## config.mk

```make
export PLATFORM = sky130hd
export DESIGN_NAME = alg_seq_ctrl
export DESIGN_NICKNAME = d
export VERILOG_FILES = /design/src/rtl/alg_seq_ctrl_pkg.sv /design/src/rtl/alg_seq_ctrl.sv
export SDC_FILE = /design/constraint.sdc
export NUM_CORES = 1
export LEC_CHECK = 0
export CAP_MARGIN = 40
export CORE_UTILIZATION = 29
export DETAILED_ROUTE_END_ITERATION = 10
export PLACE_DENSITY = 0.69
export SLEW_MARGIN = 20
export SYNTH_ARGS = -nofsm -noshare
export SYNTH_HDL_FRONTEND = slang
export SYNTH_SLANG_ARGS = --single-unit
```

## constraint.sdc

```tcl
create_clock -name clk -period 1.8 [get_ports clk]
set_input_delay 0.36 -clock clk [delete_from_list [all_inputs] [get_ports clk]]
set_output_delay 0.36 -clock clk [all_outputs]
set_load 0.01 [all_outputs]
```

## src/rtl/alg_seq_ctrl_pkg.sv

```systemverilog
// Shared types for the EX-stage algebraic-unit sequencer.
//   lc3b_word   : 16-bit datapath word
//   op_none     : extended-op code that leaves the algebraic unit idle
//   op_mul      : extended-op code for a multiply
//   alg_state_t : sequencer states IDLE / BUSY / DONE
package alg_seq_ctrl_pkg;

    typedef logic [15:0] lc3b_word;

    localparam logic [2:0] op_none = 3'b000;
    localparam logic [2:0] op_mul  = 3'b001;

    typedef enum logic [1:0] {
        IDLE = 2'd0,
        BUSY = 2'd1,
        DONE = 2'd2
    } alg_state_t;

endpackage

```

## src/rtl/alg_seq_ctrl.sv

```systemverilog
// Issue/writeback sequencer sitting in front of the multi-cycle algebraic unit.
// Latches a multiply request, holds the operands steady on the unit while it
// computes for LATENCY cycles, stalls the upstream pipeline meanwhile, captures
// the product into result registers and pulses res_valid for one cycle.
//
// Ports:
//   clk, reset            : rising-edge clock, synchronous active-high reset
//   req_valid/op/a/b      : request from the EX stage
//   flush                 : squash of the instruction currently in EX
//   stall                 : hold pipeline stages upstream of EX
//   res_valid             : one-cycle pulse, res_hi/res_lo hold a new result
//   res_hi, res_lo        : captured result words
//   unit_opA/opB/op       : operands and op code driven to the algebraic unit
//   unit_hi, unit_lo      : product returned by the algebraic unit
module alg_seq_ctrl
    import alg_seq_ctrl_pkg::*;
#(
    parameter int unsigned LATENCY = 4   // legal range 2..15
) (
    input  logic        clk,
    input  logic        reset,
    input  logic        req_valid,
    input  logic [2:0]  req_op,
    input  logic [15:0] req_a,
    input  logic [15:0] req_b,
    input  logic        flush,
    output logic        stall,
    output logic        res_valid,
    output logic [15:0] res_hi,
    output logic [15:0] res_lo,
    output logic [15:0] unit_opA,
    output logic [15:0] unit_opB,
    output logic [2:0]  unit_op,
    input  logic [15:0] unit_hi,
    input  logic [15:0] unit_lo
);

    localparam logic [3:0] LAST_COUNT = 4'(LATENCY - 1);

    alg_state_t state_q, state_d;
    logic [3:0] count_q, count_d;
    lc3b_word   opa_q, opa_d;
    lc3b_word   opb_q, opb_d;
    logic [2:0] op_q, op_d;
    lc3b_word   res_hi_q, res_hi_d;
    lc3b_word   res_lo_q, res_lo_d;

    logic accept;

    // A flush squashes whatever EX is presenting, so it blocks acceptance.
    assign accept = req_valid && (req_op == op_mul) && !flush;

    always_ff @(posedge clk) begin
        if (reset) begin
            state_q  <= IDLE;
            count_q  <= '0;
            opa_q    <= '0;
            opb_q    <= '0;
            op_q     <= op_none;
            res_hi_q <= '0;
            res_lo_q <= '0;
        end else begin
            state_q  <= state_d;
            count_q  <= count_d;
            opa_q    <= opa_d;
            opb_q    <= opb_d;
            op_q     <= op_d;
            res_hi_q <= res_hi_d;
            res_lo_q <= res_lo_d;
        end
    end

    always_comb begin
        state_d   = state_q;
        count_d   = count_q;
        opa_d     = opa_q;
        opb_d     = opb_q;
        op_d      = op_q;
        res_hi_d  = res_hi_q;
        res_lo_d  = res_lo_q;
        stall     = 1'b0;
        res_valid = 1'b0;

        unique case (state_q)
            IDLE: begin
                if (accept) begin
                    stall   = 1'b1;
                    opa_d   = req_a;
                    opb_d   = req_b;
                    op_d    = req_op;
                    count_d = '0;
                    state_d = BUSY;
                end
            end
            BUSY: begin
                stall = 1'b1;
                if (flush) begin
                    state_d = IDLE;
                end else if (count_q == LAST_COUNT) begin
                    res_hi_d = unit_hi;
                    res_lo_d = unit_lo;
                    state_d  = DONE;
                end else begin
                    count_d = count_q + 4'd1;
                end
            end
            DONE: begin
                // The pipeline advances here; a new mul may chain straight into BUSY.
                res_valid = 1'b1;
                if (accept) begin
                    opa_d   = req_a;
                    opb_d   = req_b;
                    op_d    = req_op;
                    count_d = '0;
                    state_d = BUSY;
                end else begin
                    state_d = IDLE;
                end
            end
            default: state_d = IDLE;
        endcase
    end

    assign res_hi   = res_hi_q;
    assign res_lo   = res_lo_q;
    assign unit_opA = opa_q;
    assign unit_opB = opb_q;
    // Only BUSY drives a real op, so the unit never counts while idle.
    assign unit_op  = (state_q == BUSY) ? op_q : op_none;

endmodule

```

=== After elaboration in Yosys (flattened, before gate mapping) ===
Index checks and enable logic that the tools add are counted.

* Bits in registers: 73
* Input port bits: 71
* Logic and storage cells: 41

* Equal/unequal tests: 9
* $add $sub $neg: 1
* Bitwise gates (word level): 1
* Muxes and demuxes: 13
* Reduce and logical (&&, ||, !) cells: 10

{| class="wikitable"
|+ Operators with widths
! kind !! number
|-
| $mux W4 || 3
|-
| $pmux W4 S2 || 1
|-
| $mux W2 || 3
|-
| $ne A2 B2 Y1 const B || 3
|-
| $pmux W2 S3 || 1
|-
| $add A4 B1 Y4 const B || 1
|-
| $eq A4 B2 Y1 const B || 1
|-
| $reduce_and A2 Y1 || 2
|-
| $reduce_and A4 Y1 || 1
|-
| $eq A3 B1 Y1 const B || 1
|-
| $mux W1 || 3
|-
| $mux W3 || 1
|-
| $ne A3 B3 Y1 const B || 1
|-
| $reduce_and A3 Y1 || 1
|-
| $eq A2 B1 Y1 const B || 1
|-
| $eq A2 B2 Y1 const B || 1
|-
| $logic_and A1 B1 Y1 || 2
|-
| $logic_not A2 Y1 || 1
|-
| $ne A2 B1 Y1 const B || 1
|-
| $pmux W1 S2 || 1
|-
| $reduce_bool A2 Y1 || 1
|-
| $reduce_or A2 Y1 || 1
|-
| $logic_not A1 Y1 || 1
|-
| $not A1 Y1 || 1
|}

=== Depth between registers and ports, before layout ===
* Depth in word-level cells: 5
* Depth in mapped cells: 7

=== Worst setup path after synthesis ===
No wires, ideal clock.

* Path kind: reg-to-reg
* Start point: register count_q[0]
* End point: register res_hi_q[0], in the netlist res_hi[0]
* Library setup time: 0.132 ns
* Period minus slack after synthesis: 1.603 ns
* Arrival: 1.471 ns
* Stages on the path, launching flop included: 8
* Slack: 0.197 ns
* Cell sequence: dfxtp_1 ha_1 nand2b_4 or4_1 buf_2 buf_6 nand2_1 a21oi_1

* Word-level cells in the longest chain between the ends: 2

{| class="wikitable"
|+ Ends and longest elaborated chain
! item !! line !! source
|-
| from (decl) || alg_seq_ctrl.sv:41 || <nowiki>logic [3:0] count_q, count_d;</nowiki>
|-
| from (signal assigned) || alg_seq_ctrl.sv:64 || <nowiki>count_q <= count_d;</nowiki>
|-
| $eq A4 B2 Y1 || alg_seq_ctrl.sv:99 || <nowiki>end else if (count_q == LAST_COUNT) begin</nowiki>
|-
| $reduce_and A3 Y1 (no source line) || - ||
|-
| to (signal assigned) || alg_seq_ctrl.sv:68 || <nowiki>res_hi_q <= res_hi_d;</nowiki>
|-
| to (decl) || alg_seq_ctrl.sv:45 || <nowiki>lc3b_word res_hi_q, res_hi_d;</nowiki>
|}

Every way passes these cells.
A chain may end at the register's enable or synchronous reset.

=== Final worst setup path ===
* Start point: register state_q[1]
* End point: output unit_op[0]

* Word-level cells in the longest chain between the ends: 2

{| class="wikitable"
|+ Ends and longest elaborated chain
! item !! line !! source
|-
| from (decl) || alg_seq_ctrl.sv:40 || <nowiki>alg_state_t state_q, state_d;</nowiki>
|-
| from (signal assigned) || alg_seq_ctrl.sv:63 || <nowiki>state_q <= state_d;</nowiki>
|-
| $eq A2 B1 Y1 || alg_seq_ctrl.sv:129 || <nowiki>assign unit_op = (state_q == BUSY) ? op_q : op_none;</nowiki>
|-
| $mux W3 || alg_seq_ctrl.sv:129 ||
|-
| to (decl) || alg_seq_ctrl.sv:33 || <nowiki>output logic [2:0] unit_op,</nowiki>
|}

Every way passes these cells.

==> summary.md <==
| Metric | Value |
|---|---|
| Outcome | finished, violations left |
| Failing checks | design-rule violations |
| Number of top-level pins | 140 |
| Final worst slack | 0.0606 ns |
| Placed cell area | 0.00422 mm2 |
| WL/cell | 12.3 um |
| Die Y-Extent | 97.7 um |
| First-pass GRT wire length | 11800 um |
| Final ANT Viol Nets | 0 |
| Unrepaired setup endpoints after global routing | false |
| Largest cells by area after synthesis | dfxtp_1, nand2_1, a21oi_1 |
| Ys Warns | 0 |
| Final Non-Filler Cells | 587 |
| Cell Count Post-Placement | 569 |
| Dpl ws | -0.359 ns |
| Synthesized Nets | 401 |
| CP endpoint kind | primary output |
| Layout area overhead | 68.4% |
| 1st-iter DRT viols | 81 |
| Yosys cell types | 30 |
| Worst hold slack | 0.300 ns |
| Cell taking the most area after synthesis | dfxtp_1 |
| Gr ovfl total | 0 |
| Hold WC Path Type | in2reg |
| CTS H-tree depth | 3 |
| CP arrival | 1.38 ns |
| Die ar. | 0.00954 mm2 |
| DR vias/cell | 4.51 |
| Startpoint types | register |
| Hold Violations, Final | 0 |
| Req. time, crit path | 1.44 ns |
| Clock buffer depth | 2 |
| Number of global-route vias before repair | 2622 |
| Mean Syn Cell Area | 8.07 um2 |
| DR pass1 iterations | 7 |
| CTS Buf Count | 9 |
| Leakage | 0.00155 uW |
| Final Cycle Share | 0.966 |
| Root buffer cell | clkbuf_8 |
| Yosys top cell area share | 0.551 |
| FF+latch count, synth | 73 |
| Worst-path clk slew | 0.07 ns |
| Core Region | 0.00881 mm2 |
| Largest net degree at the start of global routing | 43 |
| Clock skew | 0.00723 ns |
| Nets | 546 |
| GRT Util Overall | 0.152 |
| F_max | 575 MHz |
| PortBufs | 139 |
| Initial antenna violation count | 0 |
| Post-DP HPWL | 5170 um |
| Ratio of cells with drive above 1 in the final layout | 0.0856 |
| Tmin final | 1.74 ns |
| Number of max-cap violations | 0 |
| Die width | 97.7 um |
| Peak supply drop | 0.434 mV |
| Sequential share of the synthesized area | 0.551 |
| # setup viols final | 0 |
| Gate Count Post-Synth | 329 |
| N_diodes | 0 |
| Starting density of the core | 0.301 |
| Cell area after layout | 0.00447 mm2 |
| Clk Latency, worst-skew pair | 0.33 ns |
| Vias | 2648 |
| Power Total | 3310 uW |
| Slew @ Worst Pin | 0.522 ns |
| Slew Viols, Final | 0 |
| Top fanout value on the critical path | 4 |
| Slew HR | 0.651 |
| CTS tree | built |
| Hold Buf Count CTS | 0 |
| Power per Cell Area | 740 mW/mm2 |
| TritonCTS sink count | 73 |
| Final wirelength | 7220 um |
| Post-synthesis cell area | 0.00265 mm2 |
| RePlAce Congestion | 0.725 |
| DRC | 18 |
| Kind of critical path | reg2out |
| Rows | 34 |
## through the flow
step	TNS (ns)	util
6_report	0	0.508
3_3_place_gp	-14.65	0.479
4_1_cts	-0.0490	0.507
2_1_floorplan	0	-
3_5_place_dp	-19.25	0.479
5_1_grt	0	0.508
## area by class of cell
class	count	area [um2]
timing repair buffer	156	1540
clock inverter	4	75.1
inverter	4	15.0
multi-input combinational	230	1080
clock buffer	12	155
fill	831	4340
sequential	73	1460
tap	108	135
## path summary, 6_finish.rpt
check                    start           end  slack, ns  depth (start not counted)
setup reg to reg    count_q[0]    res_lo[15]       0.09                          6
setup / recovery    state_q[1]    unit_op[0]       0.06                          4
hold reg to reg   unit_opB[15]  unit_opB[15]       0.46                          2
hold / removal           reset    count_q[1]       0.30                          2
## sequential cells by signal, summed over array words and instances, names as in the netlist
register	flops
op_q	3
state_q	2
unit_opA	16
res_hi	16
res_lo	16
unit_opB	16
count_q	4
## cell families (layout without fill, tap and decap cells)
family,count (synthesis),after routing,synth area share
fa+ha+maj,1,1,0.00471
flops,73,73,0.551
compound gates,71,71,0.140
buf+inv,26,176,0.0504
simple gates,158,158,0.255
## critical path: stages (launching register included)
cell           delay [ns]
dfxtp_1              0.40
nor2b_2              0.07
buf_4                0.14
and2_1               0.16
dlygate4sd2_1        0.29
## placed cells by master, fill, tap and decap left out, drive strengths merged
cell type,count
and2,3
o21ai,1
clkbuf,12
ha,1
dlygate4sd2,4
clkdlybuf4s50,132
o21bai,1
inv,4
nand4bb,1
o31ai,1
dfxtp,73
or4,1
clkinvlp,2
nand2b,4
nand3,1
nor2,7
nand2,129
nor4,2
a221oi,1
nor3,3
a21oi,65
nor2b,3
nand4b,1
o211ai,1
bufinv,2
buf,19
nor3b,2
o32ai,1
or3,1
dlymetal6s2s,1
## Yosys cell counts, drive strengths merged
master,instances
a21oi,65
nand2,129
nor2b,3
o21bai,1
ha,1
o21ai,1
nor3,3
or3,1
nand3,1
nand4bb,1
or4,1
o211ai,1
nor4,2
inv,4
nor3b,2
and2,3
dfxtp,73
nor2,7
nand2b,4
clkbuf,8
buf,14
o31ai,1
a221oi,1
nand4b,1
o32ai,1
## metal layers
metal  routed length, um  vias to the layer above  GRT usage
met5                   0                        -          0
met4                 105                        0     0.0594
met3                 440                       10     0.0424
met2                3570                       81      0.276
met1                3100                     1203      0.167
li1                    -                     1354          -
## report_power, final
part / internal, uW / leakage, uW / switching, uW
clock network: 857 / 0.000109 / 575
registers: 1620 / 0.000588 / 5.11
logic: 168 / 0.000855 / 77.9
## what timing repair did
item	4_1_cts	5_1_grt
setup endpoints to repair	5	26
resized for setup	8	4
pin swaps	1	2
setup buffers	2	0
hold endpoints to repair	0	0
Note: power is estimated with default switching activity, not from simulation.
